===== config.mk =====
export PLATFORM = sky130hd
export DESIGN_NAME = gravador_sequencia_memoria
export DESIGN_NICKNAME = d
export VERILOG_FILES = /design/src/rtl/gravador_sequencia_memoria.sv
export SDC_FILE = /design/constraint.sdc
export NUM_CORES = 1
export LEC_CHECK = 0
export CELL_PAD_IN_SITES_DETAIL_PLACEMENT = 1
export CELL_PAD_IN_SITES_GLOBAL_PLACEMENT = 2
export CORE_MARGIN = 2
export CORE_UTILIZATION = 25
export DETAILED_ROUTE_END_ITERATION = 8
export PLACE_DENSITY_LB_ADDON = 0.1
export SETUP_SLACK_MARGIN = 0.2
export SYNTH_ARGS = -nofsm -noshare
export SYNTH_HDL_FRONTEND = slang
export SYNTH_SLANG_ARGS = --single-unit
export TNS_END_PERCENT = 5

===== constraint.sdc =====
create_clock -name clock -period 4.34 [get_ports clock]
set_clock_uncertainty 0.15 [all_clocks]
set_input_delay 0.651 -clock clock [delete_from_list [all_inputs] [get_ports clock]]
set_output_delay 0.651 -clock clock [all_outputs]
set_load 0.02 [all_outputs]

===== src/rtl/gravador_sequencia_memoria.sv =====
// Sequence-RAM writer: each rising edge of jogada stores chaves at the next address,
// walking addresses 0..N_ENDERECOS-1 once per session started by iniciar.
module gravador_sequencia_memoria #(
  parameter int N_ENDERECOS = 16,
  parameter int ADDR_W      = 4,
  parameter int DATA_W      = 4
) (
  input  logic              clock,
  input  logic              reset,
  input  logic              iniciar,
  input  logic              jogada,
  input  logic [DATA_W-1:0] chaves,
  output logic              mem_we,
  output logic [ADDR_W-1:0] mem_endereco,
  output logic [DATA_W-1:0] mem_dado,
  output logic              pronto,
  output logic [ADDR_W-1:0] db_endereco,
  output logic [3:0]        db_estado
);

  typedef enum logic [3:0] {
    INICIAL    = 4'h0,
    PREPARACAO = 4'h1,
    ESPERA     = 4'h2,
    REGISTRA   = 4'h3,
    GRAVA      = 4'h4,
    PROXIMO    = 4'h5,
    FIM        = 4'hF
  } estado_t;

  localparam logic [ADDR_W-1:0] ULTIMO = ADDR_W'(N_ENDERECOS - 1);

  estado_t           r_estado, w_prox;
  logic [ADDR_W-1:0] r_endereco;
  logic [DATA_W-1:0] r_dado;
  logic              r_jogada_d;
  logic              w_pulso;
  logic              w_zera, w_carrega, w_incrementa;

  // Edges are only consumed in ESPERA; elsewhere they are simply lost.
  assign w_pulso = jogada & ~r_jogada_d;

  always_ff @(posedge clock or negedge reset) begin
    if (!reset) r_jogada_d <= 1'b0;
    else        r_jogada_d <= jogada;
  end

  always_ff @(posedge clock or negedge reset) begin
    if (!reset) r_estado <= INICIAL;
    else        r_estado <= w_prox;
  end

  always_comb begin
    w_prox       = INICIAL;
    w_zera       = 1'b0;
    w_carrega    = 1'b0;
    w_incrementa = 1'b0;
    mem_we       = 1'b0;
    pronto       = 1'b0;
    case (r_estado)
      INICIAL:    w_prox = iniciar ? PREPARACAO : INICIAL;
      PREPARACAO: begin
        w_zera = 1'b1;
        w_prox = ESPERA;
      end
      ESPERA:     w_prox = w_pulso ? REGISTRA : ESPERA;
      REGISTRA:   begin
        w_carrega = 1'b1;
        w_prox    = GRAVA;
      end
      GRAVA:      begin
        mem_we = 1'b1;
        // Last address exits before incrementing, so the counter never wraps.
        w_prox = (r_endereco == ULTIMO) ? FIM : PROXIMO;
      end
      PROXIMO:    begin
        w_incrementa = 1'b1;
        w_prox       = ESPERA;
      end
      FIM:        begin
        pronto = 1'b1;
        w_prox = iniciar ? PREPARACAO : FIM;
      end
      default:    w_prox = INICIAL;
    endcase
  end

  always_ff @(posedge clock or negedge reset) begin
    if (!reset)            r_endereco <= '0;
    else if (w_zera)       r_endereco <= '0;
    else if (w_incrementa) r_endereco <= r_endereco + 1'b1;
  end

  always_ff @(posedge clock or negedge reset) begin
    if (!reset)         r_dado <= '0;
    else if (w_zera)    r_dado <= '0;
    else if (w_carrega) r_dado <= chaves;
  end

  assign mem_endereco = r_endereco;
  assign mem_dado     = r_dado;
  assign db_endereco  = r_endereco;
  assign db_estado    = r_estado;

endmodule

==> flow_summary.toml <==
[timing]
period_share_pct = 63.22
worst_pin_slew_ns = 0.6140
max_freq_ghz = 0.3645
max_slew_margin_pct = 58.94
setup_violations = 0
holdWs_ns = 0.3447
slew_viol_final = 0
rsz0062_at_grt = "false"
fin_crit_ns = 2.744
setup_tns_ns = 0
hold_viol_final = 0

[global_route]
grt_max_degree = 18
antenna_found_initial = 0
grt.overflow.total = 0
grt_pass1_wl_um = 2918
grtUsageTotal_pct = 12.06
grt_pass1_vias = 636

[route]
postRouteAntennaNets = 0
dr.pass1.iters = 3
maxUsedRoutingLayer = "met4"
routed-wl-met2_um = 662
routed-wl-met3_um = 93
drt_wl_total_um = 1646
met1_length_um = 855
drc = 0
via_count = 596
wl_per_cell_um = 13.38
drt_iter0_markers = 4
routed_via_density = 4.846

[finish]
final_cell_mix = "clkdlybuf4s50_1 (25), nand2_1 (16), dfrtp_1 (13)"
multi_input_area_sq_um = 281.5
syn_to_final_growth_pct = 39.74
finalNetCount = 103
layout_commonest_cell = "clkdlybuf4s50_1"
n_antenna_cell = 0
drive_gt1_share_pct = 4.301
ff_latch_area_sq_um = 325.3
fin_area_sq_um = 928.4
nFillCells = 309
final_cell_count_no_fill = 123

[place]
placedCellCount = 119
io_buffers = 25
placed_area_sq_um = 902.1
dp_hpwl_um = 1124
gp_congestion = 0.6737

[cts]
cts.sinks = 13
clock_latency_ns = 0.28
clock_tree.buffer_depth = 2
cts_tree = "built"
h-tree-depth = 1
hold_buffers = 0
cts_root_buffer = "clkbuf_4"
ctsResizeCount = 0
path_clk_slew_ns = 0.08
cts-buffers-inserted = 3
postCtsSetupRepairBufs = 0

[synth]
yosysWarnings = 0
synth_edf_count = 0
syn_inst = 73
ys_ff_latch = 13
synth_nets = 82
syn_avg_cell_area_sq_um = 9.101
ys_types = 26
ys_seq_area_share_pct = 48.96
ys.flop_type = "dfrtp_1"
async_flop_share_pct = 100.0
syn_area_sq_um = 664.4

[floorplanning]
fp.dieW_um = 55.55
core_area_sq_um = 2500
die_y_um = 55.55
ios = 26
dieArea_sq_um = 3086
num_rows = 18
start_util_pct = 26.58

[power_and_ir_drop]
p_per_area_nw_per_um2 = 511.6
peakVddDrop_v = 0.0002155
finalPower_uw = 475.0
leakage_uw = 0.0003913

[outcome]
status = "finished clean"

[worst_setup_path]
worstSetupPathType = "reg2out"
cp.arrival_ns = 1.94
startpoint_type = "flip-flop"
crit_path_end_kind = "primary output"
worstPathMaxFanout = 14
required_ns = 3.54

[hold_path]
hold_path_class = "reg2reg"

[job]
max_cap_viol_count = 0
## critical path, cell delays in order, from the launching register on
cell	delay, ns
dfrtp_1	0.54
nor3_1	0.33
nand2_1	0.12
inv_1	0.08
clkdlybuf4s50_1	0.60
## cells in the mapped netlist, types with 2 or more instances
cell | instances | share of area, %
nand3_1 | 3 | 2.3
nor2_1 | 3 | 1.7
nand4_1 | 2 | 1.9
nand2_1 | 16 | 9.0
o21ai_0 | 5 | 3.8
or3b_1 | 2 | 2.6
clkbuf_1 | 4 | 2.3
o21ai_1 | 4 | 3.0
dfrtp_1 | 13 | 49
inv_1 | 2 | 1.1
buf_4 | 4 | 4.5
## report_power, final
part / internal (uW) / switching (uW) / total [uW]
Combinational: 96.6 / 104 / 200
Clock: 35.7 / 42.8 / 78.5
Sequential: 148 / 48.4 / 196
## registers in the layout (all words and copies together) (netlist names)
register     count
db_endereco      4
db_estado        4
mem_dado         4
r_jogada_d       1
## through the flow
step / util, % / setup WS [ns]
after floorplan: - / 2.407
after global placement: 36.09 / 1.932
after detailed placement: 36.09 / 1.903
after CTS: 37.14 / 1.567
after global routing: 37.14 / 1.443
final: 37.14 / 1.596
## final timing paths
path                                              end  slack [ns]                    start  cells after the start
max                                            mem_we        1.60   db_estado[1]$_DFF_PN0_                      4
min                           mem_dado[0]$_DFFE_PN0P_        0.34  mem_dado[0]$_DFFE_PN0P_                      2
max reg2reg                db_endereco[3]$_DFFE_PN0P_        2.64   db_estado[1]$_DFF_PN0_                      3
min reg2reg                   mem_dado[0]$_DFFE_PN0P_        0.34  mem_dado[0]$_DFFE_PN0P_                      2
max in group asynchronous      db_estado[3]$_DFF_PN0_        3.05                    reset                      1
min in group asynchronous     mem_dado[3]$_DFFE_PN0P_        0.60                    reset                      1
## area by class of cell
cell class | instances | share of cell area (%)
flip-flops and latches | 13 | 35.04
inverters | 2 | 0.8086
repair buffers | 25 | 26.95
clock buffers | 4 | 2.830
well taps | 30 | 4.043
multi-input cells | 49 | 30.32
## metal layers
metal,track usage (%),vias to the layer above
met5,0,-
li1,-,292
met2,16.84,20
met4,7.317,0
met1,16.38,280
met3,3.279,4
## kinds of logic (layout without fill, tap and decap cells)
kind of cell / count (synthesis) / after routing / share of synthesized area (%)
DFF: 13 / 13 / 48.96
adders and majority gates: 1 / 1 / 1.883
AOI/OAI and AO/OA: 14 / 14 / 13.00
and+or+nand+nor: 34 / 34 / 27.50
buffers and inverters: 11 / 31 / 8.662
No activity file was read; power rests on OpenSTA's default activity.
